[src/rtl/noc_load_sequencer.sv]
// noc_load_sequencer: programs mesh loader FIFOs, runs one traffic
// experiment, then sweeps every node's PMU counters out as a result stream.
module noc_load_sequencer #(
   parameter int N         = 16,
   parameter int NODE_W    = 4,
   parameter int PMU_CNT   = 8,
   parameter int TIMEOUT_W = 20
) (
   input  logic                   aclk,
   input  logic                   areset,
   input  logic                   cmd_valid_i,
   output logic                   cmd_ready_o,
   input  logic [NODE_W-1:0]      cmd_node_i,
   input  logic [4:0]             cmd_id_i,
   input  logic                   cmd_write_i,
   input  logic [7:0]             cmd_axlen_i,
   input  logic                   go_i,
   input  logic [7:0]             req_depth_i,
   output logic [7:0]             req_depth_o,
   output logic [N-1:0][4:0]      id_o,
   output logic [N-1:0]           write_o,
   output logic [N-1:0][7:0]      axlen_o,
   output logic [N-1:0]           fifo_push_o,
   output logic                   start_o,
   input  logic [N-1:0]           idle_i,
   output logic [N-1:0][4:0]      pmu_addr_o,
   input  logic [N-1:0][63:0]     pmu_data_i,
   output logic                   res_valid_o,
   input  logic                   res_ready_i,
   output logic [NODE_W-1:0]      res_node_o,
   output logic [4:0]             res_addr_o,
   output logic [63:0]            res_data_o,
   output logic                   busy_o,
   output logic                   done_o,
   output logic                   timeout_o,
   output logic                   err_o
);

   typedef enum logic [2:0] {
      IDLE,
      START,
      RUN,
      DUMP_ADDR,
      DUMP_WAIT,
      DUMP_OUT,
      DONE
   } state_t;

   // Timeout fires on the increment that makes the counter all-ones.
   localparam logic [TIMEOUT_W-1:0] TMO_LAST =
      {{(TIMEOUT_W-1){1'b1}}, 1'b0};
   localparam logic [NODE_W-1:0] NODE_LAST = NODE_W'(N-1);
   localparam logic [4:0]        ADDR_LAST = 5'(PMU_CNT-1);

   state_t                state;
   state_t                state_nx;
   logic [TIMEOUT_W-1:0]  tmo_cnt;
   logic                  idle_prev;
   logic [NODE_W-1:0]     cur_node;
   logic [4:0]            cur_addr;
   logic                  all_idle;
   logic                  settled;
   logic                  idle_done;
   logic                  tmo_hit;
   logic                  last_res;
   logic                  cmd_fire;
   logic                  node_ok;
   logic [N-1:0]          node_hit;
   logic [63:0]           sel_data;

   assign all_idle  = &idle_i;
   assign settled   = (tmo_cnt >= TIMEOUT_W'(2));
   assign idle_done = settled && all_idle && idle_prev;
   assign tmo_hit   = (tmo_cnt == TMO_LAST);
   assign last_res  = (cur_node == NODE_LAST) &&
                      (cur_addr == ADDR_LAST);
   assign cmd_fire  = cmd_valid_i && cmd_ready_o;

   assign res_node_o = cur_node;
   assign res_addr_o = cur_addr;

   // Decode the command's target node into a one-hot lane select.
   always_comb begin
      node_hit = '0;
      node_ok  = 1'b0;
      for (int i = 0; i < N; i++) begin
         if (cmd_node_i == NODE_W'(i)) begin
            node_hit[i] = 1'b1;
            node_ok     = 1'b1;
         end
      end
   end

   // Select the PMU read data of the node currently being dumped.
   always_comb begin
      sel_data = '0;
      for (int i = 0; i < N; i++) begin
         if (cur_node == NODE_W'(i)) begin
            sel_data = pmu_data_i[i];
         end
      end
   end

   // State register.
   always_ff @(posedge aclk) begin
      if (areset) begin
         state <= IDLE;
      end else begin
         state <= state_nx;
      end
   end

   // Next-state logic.
   always_comb begin
      state_nx = state;
      unique case (state)
         IDLE: begin
            if (go_i) begin
               state_nx = START;
            end
         end
         START: begin
            state_nx = RUN;
         end
         RUN: begin
            if (idle_done || tmo_hit) begin
               state_nx = DUMP_ADDR;
            end
         end
         DUMP_ADDR: begin
            state_nx = DUMP_WAIT;
         end
         DUMP_WAIT: begin
            state_nx = DUMP_OUT;
         end
         DUMP_OUT: begin
            if (res_ready_i) begin
               state_nx = last_res ? DONE : DUMP_ADDR;
            end
         end
         DONE: begin
            state_nx = IDLE;
         end
         default: begin
            state_nx = IDLE;
         end
      endcase
   end

   // State-decoded outputs, including the PMU address lanes.
   always_comb begin
      cmd_ready_o = (state == IDLE) && !go_i;
      start_o     = (state == START);
      busy_o      = (state != IDLE);
      done_o      = (state == DONE);
      res_valid_o = (state == DUMP_OUT);
      pmu_addr_o  = '0;
      if ((state == DUMP_ADDR) || (state == DUMP_WAIT)) begin
         for (int i = 0; i < N; i++) begin
            if (cur_node == NODE_W'(i)) begin
               pmu_addr_o[i] = cur_addr;
            end
         end
      end
   end

   // Loader lanes: one-cycle push with data; idle lanes keep old data.
   always_ff @(posedge aclk) begin
      if (areset) begin
         fifo_push_o <= '0;
         id_o        <= '0;
         write_o     <= '0;
         axlen_o     <= '0;
         err_o       <= 1'b0;
      end else begin
         fifo_push_o <= '0;
         if (cmd_fire) begin
            for (int i = 0; i < N; i++) begin
               if (node_hit[i]) begin
                  fifo_push_o[i] <= 1'b1;
                  id_o[i]        <= cmd_id_i;
                  write_o[i]     <= cmd_write_i;
                  axlen_o[i]     <= cmd_axlen_i;
               end
            end
            if (!node_ok) begin
               err_o <= 1'b1;
            end
         end
      end
   end

   // Run control: depth latch, timeout counter, idle debounce.
   always_ff @(posedge aclk) begin
      if (areset) begin
         req_depth_o <= '0;
         timeout_o   <= 1'b0;
         tmo_cnt     <= '0;
         idle_prev   <= 1'b0;
      end else begin
         if ((state == IDLE) && go_i) begin
            req_depth_o <= req_depth_i;
            timeout_o   <= 1'b0;
         end
         if (state == START) begin
            tmo_cnt <= '0;
         end else if (state == RUN) begin
            tmo_cnt <= tmo_cnt + TIMEOUT_W'(1);
         end
         idle_prev <= (state == RUN) && settled && all_idle;
         if ((state == RUN) && tmo_hit && !idle_done) begin
            timeout_o <= 1'b1;
         end
      end
   end

   // Dump walk: capture PMU data, step (node, addr) on each handshake.
   always_ff @(posedge aclk) begin
      if (areset) begin
         cur_node   <= '0;
         cur_addr   <= '0;
         res_data_o <= '0;
      end else begin
         if (state == START) begin
            cur_node <= '0;
            cur_addr <= '0;
         end
         if (state == DUMP_WAIT) begin
            res_data_o <= sel_data;
         end
         if ((state == DUMP_OUT) && res_ready_i) begin
            if (cur_addr == ADDR_LAST) begin
               cur_addr <= '0;
               if (last_res) begin
                  cur_node <= '0;
               end else begin
                  cur_node <= cur_node + NODE_W'(1);
               end
            end else begin
               cur_addr <= cur_addr + 5'd1;
            end
         end
      end
   end

endmodule

[config.mk]
export PLATFORM = sky130hd
export DESIGN_NAME = noc_load_sequencer
export DESIGN_NICKNAME = d
export VERILOG_FILES = /design/src/rtl/noc_load_sequencer.sv
export SDC_FILE = /design/constraint.sdc
export NUM_CORES = 1
export LEC_CHECK = 0
export CORE_AREA = 2 2 574 576
export CTS_BUF_LIST = sky130_fd_sc_hd__clkbuf_8
export CTS_CLUSTER_SIZE = 30
export DETAILED_ROUTE_END_ITERATION = 8
export DIE_AREA = 0 0 576 578
export GPL_ROUTABILITY_DRIVEN = 0
export PLACE_DENSITY = 0.3
export SLEW_MARGIN = 20
export SYNTH_ARGS = -nofsm -noshare
export SYNTH_HDL_FRONTEND = slang
export SYNTH_SLANG_ARGS = --single-unit
[constraint.sdc]
create_clock -name aclk -period 6.8 [get_ports aclk]
set_clock_uncertainty 0.2 [all_clocks]
set_input_delay 0.68 -clock aclk [delete_from_list [all_inputs] [get_ports aclk]]
set_output_delay 0.68 -clock aclk [all_outputs]
set_load 0.03 [all_outputs]
== After elaboration in Yosys (flattened, before gate mapping) ==
Index checks and enable logic that the tools add are counted.

* Register bits: 347
* Input port bits: 1,071
* Output and inout bits: 408
* Logic and storage cells: 241

* $add $sub $neg: 3
* $lt $le $gt $ge: 1
* Equality and inequality tests: 41
* Mux-type cells: 94
* Bitwise logic cells: 2
* Reductions and logical operators: 42

{| class="wikitable"
|+ Operators by type and width
! operator !! number
|-
| two-way mux 64 bit || 16
|-
| two-way mux 5 bit || 19
|-
| two-way mux 80 bit || 1
|-
| == test 4 bit, second input constant || 16
|-
| two-way mux 1 bit || 49
|-
| AND reduction 2 bit || 17
|-
| == test 4 x 3 -> 1 bit, second input constant || 8
|-
| adder 20 x 1 -> 20 bit, second input constant || 1
|-
| == test 20 bit, second input constant || 1
|-
| greater-or-equal comparator 20 x 2 -> 1 bit, second input constant || 1
|-
| case mux 3 bit (6 select lines) || 1
|-
| == test 4 x 2 -> 1 bit, second input constant || 4
|-
| two-way mux 4 bit || 4
|-
| AND reduction 16 bit || 1
|-
| two-way mux 3 bit || 4
|-
| logical AND 1 bit || 11
|-
| == test 3 bit, second input constant || 3
|-
| == test 4 x 1 -> 1 bit, second input constant || 2
|-
| zero test 4 bit || 2
|-
| == test 3 x 2 -> 1 bit, second input constant || 2
|-
| adder 5 x 1 -> 5 bit, second input constant || 1
|-
| == test 5 x 3 -> 1 bit, second input constant || 1
|-
| adder 4 x 1 -> 4 bit, second input constant || 1
|-
| != test 2 bit, second input constant || 2
|-
| other kinds (10) || 15
|}

== Logic depth before layout (Yosys ltp) ==
* Depth after elaboration: 19
* Depth in mapped cells: 11
* Depth with buffers taken out: 7

== Least setup slack after synthesis ==
OpenSTA, ideal clock, no wires.

* Kind: register -> output
* From: register cur_node[0], in the netlist res_node_o[0]
* To: output pmu_addr_o[25] (netlist name)
* Arrival: 2,372 ps
* Required time: 5,920 ps
* Slack: 3,548 ps
* Stages on the path, launching flop included: 8
* Cell sequence: dfxtp_1 -> ha_1 -> buf_2 -> clkbuf_1 -> clkbuf_1 -> clkbuf_1 -> nand2_1 -> nor2_1

{| class="wikitable"
|+ RTL lines
! what !! RTL line !! RTL
|-
| start: declaration || 59 || <nowiki>logic [NODE_W-1:0] cur_node;</nowiki>
|-
| start signal: assignment || 237 || <nowiki>cur_node <= cur_node + NODE_W'(1);</nowiki>
|-
| end: declaration || 26 || <nowiki>output logic [N-1:0][4:0] pmu_addr_o,</nowiki>
|}

==> results.md <==
- Number of synthesized flops with an enable pin: 0
- Outcome: complete, no violations
- Largest net degree at the start of global routing: 79
- Setup repair after global routing missed its margin: no
- Post-Syn Area: 0.0227 sq mm
- # fillers: 37,600
- Distinct cell type count after synthesis: 66
- Critical path arrival: 4.56 ns
- Area delta synth->final: 95.7%
- Initial drt markers: 2,875
- DIE AREA: 0.333 sq mm
- Crit Path Class: flip-flop to output port
- Global-route wire length before repair: 371 mm
- Setup crit start kind: flip-flop
- Max Fanout on Critical Path: 19
- DRC Markers: 0
- Area share of the largest cell type after synthesis: 30.6%
- Post-route minimum period: 5.44 ns
- Die width: 576 um
- Mean Syn Cell Area: 7.12 sq um
- Top_reg_cell synth: dfxtp_1
- Routed wire length: 297 mm
- Clock tree sinks: 347
- Clk Latency, worst-skew pair: 0.90 ns
- Count leader, synth: nand2_1
- Pleak: 13.9 nW
- Crit. End Element: output port
- Die height: 578 um
- Worst slew margin: 16.4%
- Slew at the pin with the worst max-slew slack: 1.24 ns
- Clk pin slew, worst setup/hold paths: 0.05 ns
- Total Routing Usage GR: 17.0%
- Setup violators final: 0
- Nets: 5,578
- Initial Utilization: 6.95%
- Yosys reg bits: 347
- Dpl hpwl: 243 mm
- Antenna violations before repair: 187
- Largest area contributor in the netlist: dfxtp_1
- Vias in the first global route: 33,100
- Via count: 33,700
- H-tree Lvls: 3
- Number of buffers created by CTS: 88
- Longest Clk Path Bufs: 4
- Grt total ovfl: 0
- Routed Antenna Nets: 0
- IO Pins: 1,479
- Net count after synthesis: 4,261
- CP Data Required Time: 5.92 ns
- Hold Vio Cnt, Final: 0
- Post-CTS setup buffers: 0
- Tcrit/Tclk final: 80.0%
- Placed Instances: 8,753
- Worst ir drop on vdd: 0.000122 V
- Post_cts resized: 0
- Register area share after synthesis: 30.6%
- Final TNS setup: 0 ns
- Core area: 0.326 sq mm
- Mapped Cells: 3,183
- Most instantiated cells after synthesis: 469 x nand2_1, 431 x a21oi_1, 384 x nor2_1, 347 x dfxtp_1, 248 x clkbuf_1
- Largest cells by area after synthesis: dfxtp_1 31%, a21oi_1 9.5%, nand2_1 7.8%
- 1st-pass router iterations: 6
- Cell row count: 210
- Min-Delay Path Class: input pin to flip-flop
- Ratio of cells with drive above 1 in the final layout: 6.54%
- Post-synth ARST share: 0%
- CTS tree: built
- Max Cap Viol: 0
- CTS root buf: clkbuf_8
- Max-slew violation count: 0
- Synth warnings: 0
- Number of port buffers: 1,478
- Non-filler instance count after layout: 8,956
- Fmax: 0.184 GHz
- WL/cell: 33.2 um
- Power per cell area: 146 mW/mm^2
- Vias per cell: 3.76
[state kept, by name (all words and copies together), names as in the netlist]
register and cells:
res_addr_o 5, write_o 16, idle_prev 1, res_data_o 64, id_o 80, fifo_push_o 16, req_depth_o 8, timeout_o 1
state 3, tmo_cnt 20, res_node_o 4, err_o 1, axlen_o 128
[worst max-delay path: stages, from the launching register on]
cell             delay [ns]
dfxtp_1                0.61
or3b_4                 0.67
o21ai_0                0.45
nand2_2                0.93
nor2_1                 0.34
clkdlybuf4s50_1        0.72
[layout make-up]
cell class	count	area, sq um	area share, %
diodes	51	128	0.288
clock inverters	45	256	0.578
inverters	29	115	0.260
clock buffers	104	1430	3.23
repair buffers	1568	15500	35.0
well taps	4346	5440	12.3
flip-flops and latches	347	6950	15.7
multi-input cells	2466	14500	32.7
[cells in the final DEF (no fill, tap or decap), drive strengths merged, types with 30 or more instances in the layout]
master,synthesis,final
clkdlybuf4s50,0,1473
nand2,469,469
a21oi,432,432
nor2,391,391
dfxtp,347,347
o21ai,174,174
mux2i,112,112
clkbuf,249,104
buf,92,94
o22ai,89,89
o211ai,89,89
a221oi,84,84
nand3,76,76
inv,28,55
diode,0,51
a221o,51,51
nand2b,49,49
o221ai,39,39
a22oi,36,36
a2bb2oi,36,36
a22o,33,33
nand4,30,30
nor3,30,30
[report_power, final]
group          internal (mW)  switching, mW
sequential              2.09         0.0609
combinational          0.775          0.777
clock                   1.45           1.30
[repair_timing]
action	in CTS	in global routing
hold buffers	1	0
hold endpoints to repair	27	0
endpoints found under the setup margin	0	0
[path summary, 6_finish.rpt]
path / depth (start not counted) / end / slack (ns) / from
setup / recovery: 5 / pmu_addr_o[78] / 1.36 / state[2]$_SDFFE_PP0P_
setup reg to reg: 9 / res_data_o[62]$_SDFFE_PP0P_ / 2.29 / res_node_o[0]$_SDFF_PP0_
hold reg to reg: 2 / axlen_o[56]$_SDFFE_PP0P_ / 0.25 / axlen_o[56]$_SDFFE_PP0P_
hold / removal: 3 / req_depth_o[7]$_SDFFE_PP0P_ / 0.20 / req_depth_i[7]
[logic make-up (layout without fill, tap and decap cells)]
family          after synthesis  in the layout  synth area share [%]
compound gates             1205           1205                  34.9
simple gates               1123           1123                  21.8
buf+inv                     370           1746                  6.56
flops                       347            347                  30.6
mux                         112            112                  4.95
xor+xnor                     19             19                 0.734
fa+ha+maj                     7              7                 0.386
other cells                   0             51                     0
[per-layer routing]
| layer | track usage, % | wire length [um] |
|---|---|---|
| met1 | 20.7 | 122000 |
| met5 | 0 | 655 |
| met3 | 6.15 | 29200 |
| met2 | 27.5 | 134000 |
| met4 | 6.01 | 10500 |
[through the flow]
stage          worst slack, ns  util, %  hold slack (ns)  instance area (sq um)  total power [mW]
5_1_grt                   1.14     13.6            0.173                  44300              6.77
6_report                  1.36     13.6            0.204                  44400              6.46
3_5_place_dp              2.14     13.0            0.246                  42500              3.74
2_1_floorplan             3.55        -            0.262                  22700              2.60
4_1_cts                   1.21     13.5           0.0641                  44200              6.63
3_3_place_gp              2.21     13.0            0.238                  42500              3.74
Power figures use the tool's default switching activity.
